`src/rtl/calc_operand_entry_if.sv`:
```
// Button and operand bus between the operand entry controller and its
// surroundings: raw push-buttons in, registered operands/mode/phase out.
interface calc_operand_entry_if;
   logic       i_btnUp;
   logic       i_btnDown;
   logic       i_btnOp;
   logic       i_btnEnter;
   logic [3:0] o_a;
   logic [3:0] o_b;
   logic       o_mode;
   logic [1:0] o_phase;
   logic       o_resultValid;

   // Stimulus/consumer side: drives the buttons, observes the operands
   modport master (
      output i_btnUp, i_btnDown, i_btnOp, i_btnEnter,
      input  o_a, o_b, o_mode, o_phase, o_resultValid
   );

   // Controller side
   modport slave (
      input  i_btnUp, i_btnDown, i_btnOp, i_btnEnter,
      output o_a, o_b, o_mode, o_phase, o_resultValid
   );
endinterface

```
`src/rtl/calc_operand_entry.sv`:
```
// Push-button operand entry controller for the 4-bit calculator.
// Four raw buttons are synchronised, debounced and edge-detected; the
// resulting one-cycle pulses step a three-phase entry FSM
// (enter A -> enter B -> show result). All outputs are flop outputs.
module calc_operand_entry #(
   parameter int unsigned DEBOUNCE_CYCLES = 100000
) (
   input logic                 i_clk,
   input logic                 i_reset,
   calc_operand_entry_if.slave bus
);

   localparam int unsigned CW = $clog2(DEBOUNCE_CYCLES);
   localparam logic [CW-1:0] CNT_LAST = CW'(DEBOUNCE_CYCLES - 1);

   localparam logic [1:0] ST_ENTER_A = 2'b00;
   localparam logic [1:0] ST_ENTER_B = 2'b01;
   localparam logic [1:0] ST_RESULT  = 2'b10;

   // Button vector order: 0 = up, 1 = down, 2 = op, 3 = enter
   localparam int unsigned BTN_UP    = 0;
   localparam int unsigned BTN_DOWN  = 1;
   localparam int unsigned BTN_OP    = 2;
   localparam int unsigned BTN_ENTER = 3;

   logic [3:0]    raw;
   logic [3:0]    sync1;
   logic [3:0]    sync2;
   logic [3:0]    db_level;
   logic [3:0]    db_prev;
   logic [3:0]    pulse;
   logic [CW-1:0] db_cnt [4];

   logic [3:0]    a_q;
   logic [3:0]    b_q;
   logic          mode_q;
   logic [1:0]    phase_q;
   logic          valid_q;

   logic          up_p;
   logic          down_p;
   logic          op_p;
   logic          enter_p;

   assign raw = {bus.i_btnEnter, bus.i_btnOp, bus.i_btnDown, bus.i_btnUp};

   // Two-flop synchroniser for every raw button
   always_ff @(posedge i_clk or posedge i_reset) begin
      if (i_reset) begin
         sync1 <= '0;
         sync2 <= '0;
      end else begin
         sync1 <= raw;
         sync2 <= sync1;
      end
   end

   // Debounce: level flips only after the synced input has disagreed with it
   // for DEBOUNCE_CYCLES consecutive cycles
   always_ff @(posedge i_clk or posedge i_reset) begin
      if (i_reset) begin
         db_level <= '0;
         for (int unsigned i = 0; i < 4; i++) begin
            db_cnt[i] <= '0;
         end
      end else begin
         for (int unsigned i = 0; i < 4; i++) begin
            if (sync2[i] == db_level[i]) begin
               db_cnt[i] <= '0;
            end else if (db_cnt[i] == CNT_LAST) begin
               db_level[i] <= sync2[i];
               db_cnt[i]   <= '0;
            end else begin
               db_cnt[i] <= db_cnt[i] + 1'b1;
            end
         end
      end
   end

   // Rising-edge detect on the debounced levels, registered pulse
   always_ff @(posedge i_clk or posedge i_reset) begin
      if (i_reset) begin
         db_prev <= '0;
         pulse   <= '0;
      end else begin
         db_prev <= db_level;
         pulse   <= db_level & ~db_prev;
      end
   end

   assign up_p    = pulse[BTN_UP];
   assign down_p  = pulse[BTN_DOWN];
   assign op_p    = pulse[BTN_OP];
   assign enter_p = pulse[BTN_ENTER];

   // Entry FSM: enter beats op beats up/down; lower-priority pulses are dropped
   always_ff @(posedge i_clk or posedge i_reset) begin
      if (i_reset) begin
         a_q     <= '0;
         b_q     <= '0;
         mode_q  <= 1'b0;
         phase_q <= ST_ENTER_A;
         valid_q <= 1'b0;
      end else begin
         case (phase_q)
            ST_ENTER_A: begin
               if (enter_p) begin
                  phase_q <= ST_ENTER_B;
               end else if (op_p) begin
                  mode_q <= ~mode_q;
               end else if (up_p && !down_p) begin
                  a_q <= a_q + 4'd1;
               end else if (down_p && !up_p) begin
                  a_q <= a_q - 4'd1;
               end
            end
            ST_ENTER_B: begin
               if (enter_p) begin
                  phase_q <= ST_RESULT;
                  valid_q <= 1'b1;
               end else if (op_p) begin
                  mode_q <= ~mode_q;
               end else if (up_p && !down_p) begin
                  b_q <= b_q + 4'd1;
               end else if (down_p && !up_p) begin
                  b_q <= b_q - 4'd1;
               end
            end
            ST_RESULT: begin
               if (enter_p) begin
                  a_q     <= '0;
                  b_q     <= '0;
                  mode_q  <= 1'b0;
                  valid_q <= 1'b0;
                  phase_q <= ST_ENTER_A;
               end
            end
            default: begin
               a_q     <= '0;
               b_q     <= '0;
               mode_q  <= 1'b0;
               valid_q <= 1'b0;
               phase_q <= ST_ENTER_A;
            end
         endcase
      end
   end

   assign bus.o_a           = a_q;
   assign bus.o_b           = b_q;
   assign bus.o_mode        = mode_q;
   assign bus.o_phase       = phase_q;
   assign bus.o_resultValid = valid_q;

endmodule

```
`src/flat_wrapper.sv`:
```
// flat-port wrapper written by rule: the top's interface ports become plain ports
module calc_operand_entry_flat 
#(
   parameter int unsigned DEBOUNCE_CYCLES = 100000
)
  (i_clk, i_reset, bus_i_btnUp, bus_i_btnDown, bus_i_btnOp, bus_i_btnEnter, bus_o_a, bus_o_b, bus_o_mode, bus_o_phase, bus_o_resultValid);
  calc_operand_entry_if bus_i ();
  input logic i_clk;
  input logic i_reset;
  input wire logic [$bits(bus_i.i_btnUp)-1:0] bus_i_btnUp;
  input wire logic [$bits(bus_i.i_btnDown)-1:0] bus_i_btnDown;
  input wire logic [$bits(bus_i.i_btnOp)-1:0] bus_i_btnOp;
  input wire logic [$bits(bus_i.i_btnEnter)-1:0] bus_i_btnEnter;
  output wire logic [$bits(bus_i.o_a)-1:0] bus_o_a;
  output wire logic [$bits(bus_i.o_b)-1:0] bus_o_b;
  output wire logic [$bits(bus_i.o_mode)-1:0] bus_o_mode;
  output wire logic [$bits(bus_i.o_phase)-1:0] bus_o_phase;
  output wire logic [$bits(bus_i.o_resultValid)-1:0] bus_o_resultValid;
  assign bus_i.i_btnUp = bus_i_btnUp;
  assign bus_i.i_btnDown = bus_i_btnDown;
  assign bus_i.i_btnOp = bus_i_btnOp;
  assign bus_i.i_btnEnter = bus_i_btnEnter;
  assign bus_o_a = bus_i.o_a;
  assign bus_o_b = bus_i.o_b;
  assign bus_o_mode = bus_i.o_mode;
  assign bus_o_phase = bus_i.o_phase;
  assign bus_o_resultValid = bus_i.o_resultValid;
  calc_operand_entry #(.DEBOUNCE_CYCLES(DEBOUNCE_CYCLES)) u_core (.i_clk(i_clk), .i_reset(i_reset), .bus(bus_i));
endmodule
```
`config.mk`:
```
export PLATFORM = sky130hd
export DESIGN_NAME = calc_operand_entry_flat
export DESIGN_NICKNAME = d
export VERILOG_FILES = /design/src/rtl/calc_operand_entry_if.sv /design/src/rtl/calc_operand_entry.sv /design/src/flat_wrapper.sv
export SDC_FILE = /design/constraint.sdc
export NUM_CORES = 1
export LEC_CHECK = 0
export CORE_MARGIN = 5
export CORE_UTILIZATION = 45
export CTS_CLUSTER_DIAMETER = 50
export CTS_CLUSTER_SIZE = 12
export DETAILED_ROUTE_END_ITERATION = 10
export MAX_ROUTING_LAYER = met4
export SLEW_MARGIN = 0
export SYNTH_ARGS = -nofsm -noshare
export SYNTH_HDL_FRONTEND = slang
export SYNTH_SLANG_ARGS = --single-unit
```
`constraint.sdc`:
```
create_clock -name i_clk -period 4.21 [get_ports i_clk]
set_input_delay 0.842 -clock i_clk [delete_from_list [all_inputs] [get_ports i_clk]]
set_output_delay 0.842 -clock i_clk [all_outputs]
set_load 0.02 [all_outputs]
```
==> impl_metrics.env <==
export IMPL_yosysWarnings=0
export IMPL_diodes=0
export IMPL_overflow=0
export IMPL_ys_seq_area_share_pct=52.31
export IMPL_cts_tree="done"
export IMPL_ys_ff_latch=100
export IMPL_clk_latency_ns=0.37
export IMPL_die_w_um=113.1
export IMPL_synthesis_area_sq_um=4783
export IMPL_core_sq_um=10370
export IMPL_placementRows=37
export IMPL_rsz0062_at_grt="false"
export IMPL_cts_inserted_buffers=9
export IMPL_irDropWorstVdd_mv=0.2706
export IMPL_hold_viol_final=0
export IMPL_report_final_slew_viol_count=0
export IMPL_multi_input_area_sq_um=2177
export IMPL_clock_fmax_mhz=378.6
export IMPL_synth_top_area_share_pct=52.31
export IMPL_yosys_top_cells_area="dfrtp_1, xor2_1, nor2_1"
export IMPL_critPathArrivalTime_ns=1.80
export IMPL_synthFlopType="dfrtp_1"
export IMPL_wl_mm=8.409
export IMPL_grt_pass1_vias=3179
export IMPL_synthesis_nets=476
export IMPL_clkTransAtPathRegs_ns=0.10
export IMPL_cts_htree_levels=3
export IMPL_worstPathCellList="clkdlybuf4s50_1"
export IMPL_yosysTopAreaCell="dfrtp_1"
export IMPL_synthArstFlopShare_pct=100.0
export IMPL_hpwl_mm=5.716
export IMPL_cap_viol_max_count=0
export IMPL_critical_path_buf_inv_count=1
export IMPL_vias=3282
export IMPL_grt_max_degree=54
export IMPL_place_congestion=0.8340
export IMPL_dieArea_sq_um=12790
export IMPL_hp_class="flip-flop to flip-flop"
export IMPL_drtIter0Drc=202
export IMPL_n_fill_cell=964
export IMPL_relSlewSlack_pct=54.56
export IMPL_numPortBuffers=17
export IMPL_track_usage_pct=14.26
export IMPL_p_per_area_nw_per_um2=308.6
export IMPL_drc_errors=0
export IMPL_postSynthAreaPerCell_sq_um=10.35
export IMPL_max_slew_worst_pin_slew_ns=0.6817
export IMPL_firstDrtPassIters=4
export IMPL_synth_edf_count=0
export IMPL_yosysMostFrequentCell="dfrtp_1"
export IMPL_io_pin_count=18
export IMPL_yosys_top_cells_count="dfrtp_1, nor2_1, xor2_1"
export IMPL_leakagePower_nw=2.174
export IMPL_start_util_pct=46.13
export IMPL_fin_skew_ns=0.007919
export IMPL_clockBufferDepth=2
export IMPL_crit_path_max_incr_delay_ns=0.72
export IMPL_wire_per_inst_um=13.63
export IMPL_ant_nets=0
export IMPL_ff_latch_area_sq_um=2502
export IMPL_root_buffer="clkbuf_8"
export IMPL_cts_resized=0
export IMPL_worstSetupEndpointType="primary output"
export IMPL_start_kind="flip-flop"
export IMPL_critPathKind="flip-flop to primary output"
export IMPL_outcome="finished, final reports clean"
export IMPL_syn_instance_count=462
export IMPL_nets=490
export IMPL_cts_setup_buffers=0
export IMPL_fp_dieH_um=113.1
export IMPL_finalHoldWorstSlack_ns=0.3559
export IMPL_min_period_ns=2.641
export IMPL_critical_path_required_ns=3.37
export IMPL_antenna_found_initial=0
export IMPL_routed_via_density=5.319
export IMPL_setup_violations=0
export IMPL_yosysUniqueCellTypes=41
export IMPL_crit_fanout=21
export IMPL_fin_crit_sh_pct=62.73
export IMPL_flow_area_growth_from_synthesis_pct=9.887
export IMPL_cts_hold_buf=0
export IMPL_final_layout_size_suffix_gt1_share_pct=8.108
export IMPL_tns_ns=0
export IMPL_grt_pass1_wl_mm=14.60
export IMPL_critical_path_slowest_cell="clkdlybuf4s50_1"
export IMPL_clock_sink_count=100
export IMPL_crit_family="buffers and inverters"
-- cell families (layout without fill, tap and decap cells) --
kind of cell / after synthesis / after routing / synth area share [%]
AOI/OAI and AO/OA: 46 / 46 / 6.225
and+or+nand+nor: 219 / 219 / 24.67
adders and majority gates: 8 / 8 / 2.093
xor gates and xnor gates: 62 / 62 / 11.35
buffers and inverters: 22 / 41 / 2.171
muxes: 5 / 5 / 1.177
DFF: 100 / 100 / 52.31
-- layout make-up --
cell class,instances,share of cell area (%)
clock buffers,12,2.952
multi-input cells,340,41.42
well taps,136,3.237
inverters,7,0.5475
clock inverters,4,0.6189
repair buffers,18,3.618
flip-flops and latches,100,47.61
-- state kept, by name, summed over array words and instances (netlist names) --
register / flops
u_core.db_cnt: 68
u_core.bus.o_a: 4
u_core.bus.o_b: 4
u_core.db_level: 4
u_core.db_prev: 4
u_core.pulse: 4
u_core.sync1: 4
u_core.sync2: 4
u_core.bus.o_phase: 2
u_core.bus.o_mode: 1
u_core.bus.o_resultValid: 1
-- final timing paths --
| path | cells after the start | to | from | slack, ns |
|---|---|---|---|---|
| worst max-delay path | 1 | bus_o_phase[1] | u_core.bus.o_phase[1] | 1.57 |
| worst min-delay path | 0 | u_core.sync2[3] | u_core.sync1[3] | 0.36 |
| worst max register to register | 6 | u_core.bus.o_b[3] | u_core.pulse[1] | 2.23 |
| worst min register to register | 0 | u_core.sync2[3] | u_core.sync1[3] | 0.36 |
| max in group asynchronous | 3 | u_core.db_cnt[47] | i_reset | 2.58 |
| min in group asynchronous | 2 | u_core.sync1[2] | i_reset | 0.92 |
-- per-stage QoR --
step / worst slack, ns / instances / area (sq um) / total power [mW] / util, %
6_report: 1.569 / 617 / 5256 / 1.622 / 50.69
3_3_place_gp: 2.017 / 601 / 5069 / 1.061 / 48.88
3_5_place_dp: 1.987 / 601 / 5069 / 1.063 / 48.88
4_1_cts: 1.557 / 617 / 5256 / 1.655 / 50.69
2_1_floorplan: 0.7492 / 462 / 4783 / 1.042 / -
5_1_grt: 1.480 / 617 / 5256 / 1.696 / 50.69
-- cells in the final DEF (no fill, tap or decap), types with 3 or more instances in the layout --
| cell | instances |
|---|---|
| o31ai_1 | 6 |
| or4_1 | 3 |
| mux2_2 | 5 |
| nor4b_1 | 3 |
| nor3_1 | 9 |
| clkdlybuf4s50_1 | 17 |
| nor2b_1 | 5 |
| a22o_1 | 4 |
| or3_1 | 5 |
| and2_1 | 8 |
| nand2b_1 | 3 |
| a31oi_1 | 6 |
| or3_4 | 3 |
| dfrtp_1 | 100 |
| xnor2_1 | 22 |
| ha_1 | 8 |
| and4_1 | 12 |
| nand2_1 | 35 |
| and4bb_2 | 3 |
| inv_1 | 6 |
| nand3_2 | 3 |
| o21ai_2 | 4 |
| nand3_1 | 18 |
| o21ai_0 | 9 |
| nor2_1 | 72 |
| nor4_1 | 3 |
| clkbuf_8 | 11 |
| xor2_1 | 40 |
| a21oi_1 | 12 |
| nand4_1 | 23 |
-- per-layer routing --
| layer | GRT usage, % | vias up | routed length, um |
|---|---|---|---|
| li1 | - | 1637 | - |
| met1 | 18.08 | 1603 | 4099 |
| met2 | 22.08 | 30 | 3886 |
| met3 | 3.743 | 12 | 285 |
| met4 | 5.288 | 0 | 137 |
| met5 | - | - | 0 |
-- power by group --
group	leakage (nW)	total [mW]	internal, mW	switching (mW)
registers	1.37	0.984	0.973	0.0114
clock network	0.0892	0.581	0.251	0.330
logic	0.715	0.0569	0.0169	0.0401
Note: power is estimated with default switching activity, not from simulation.
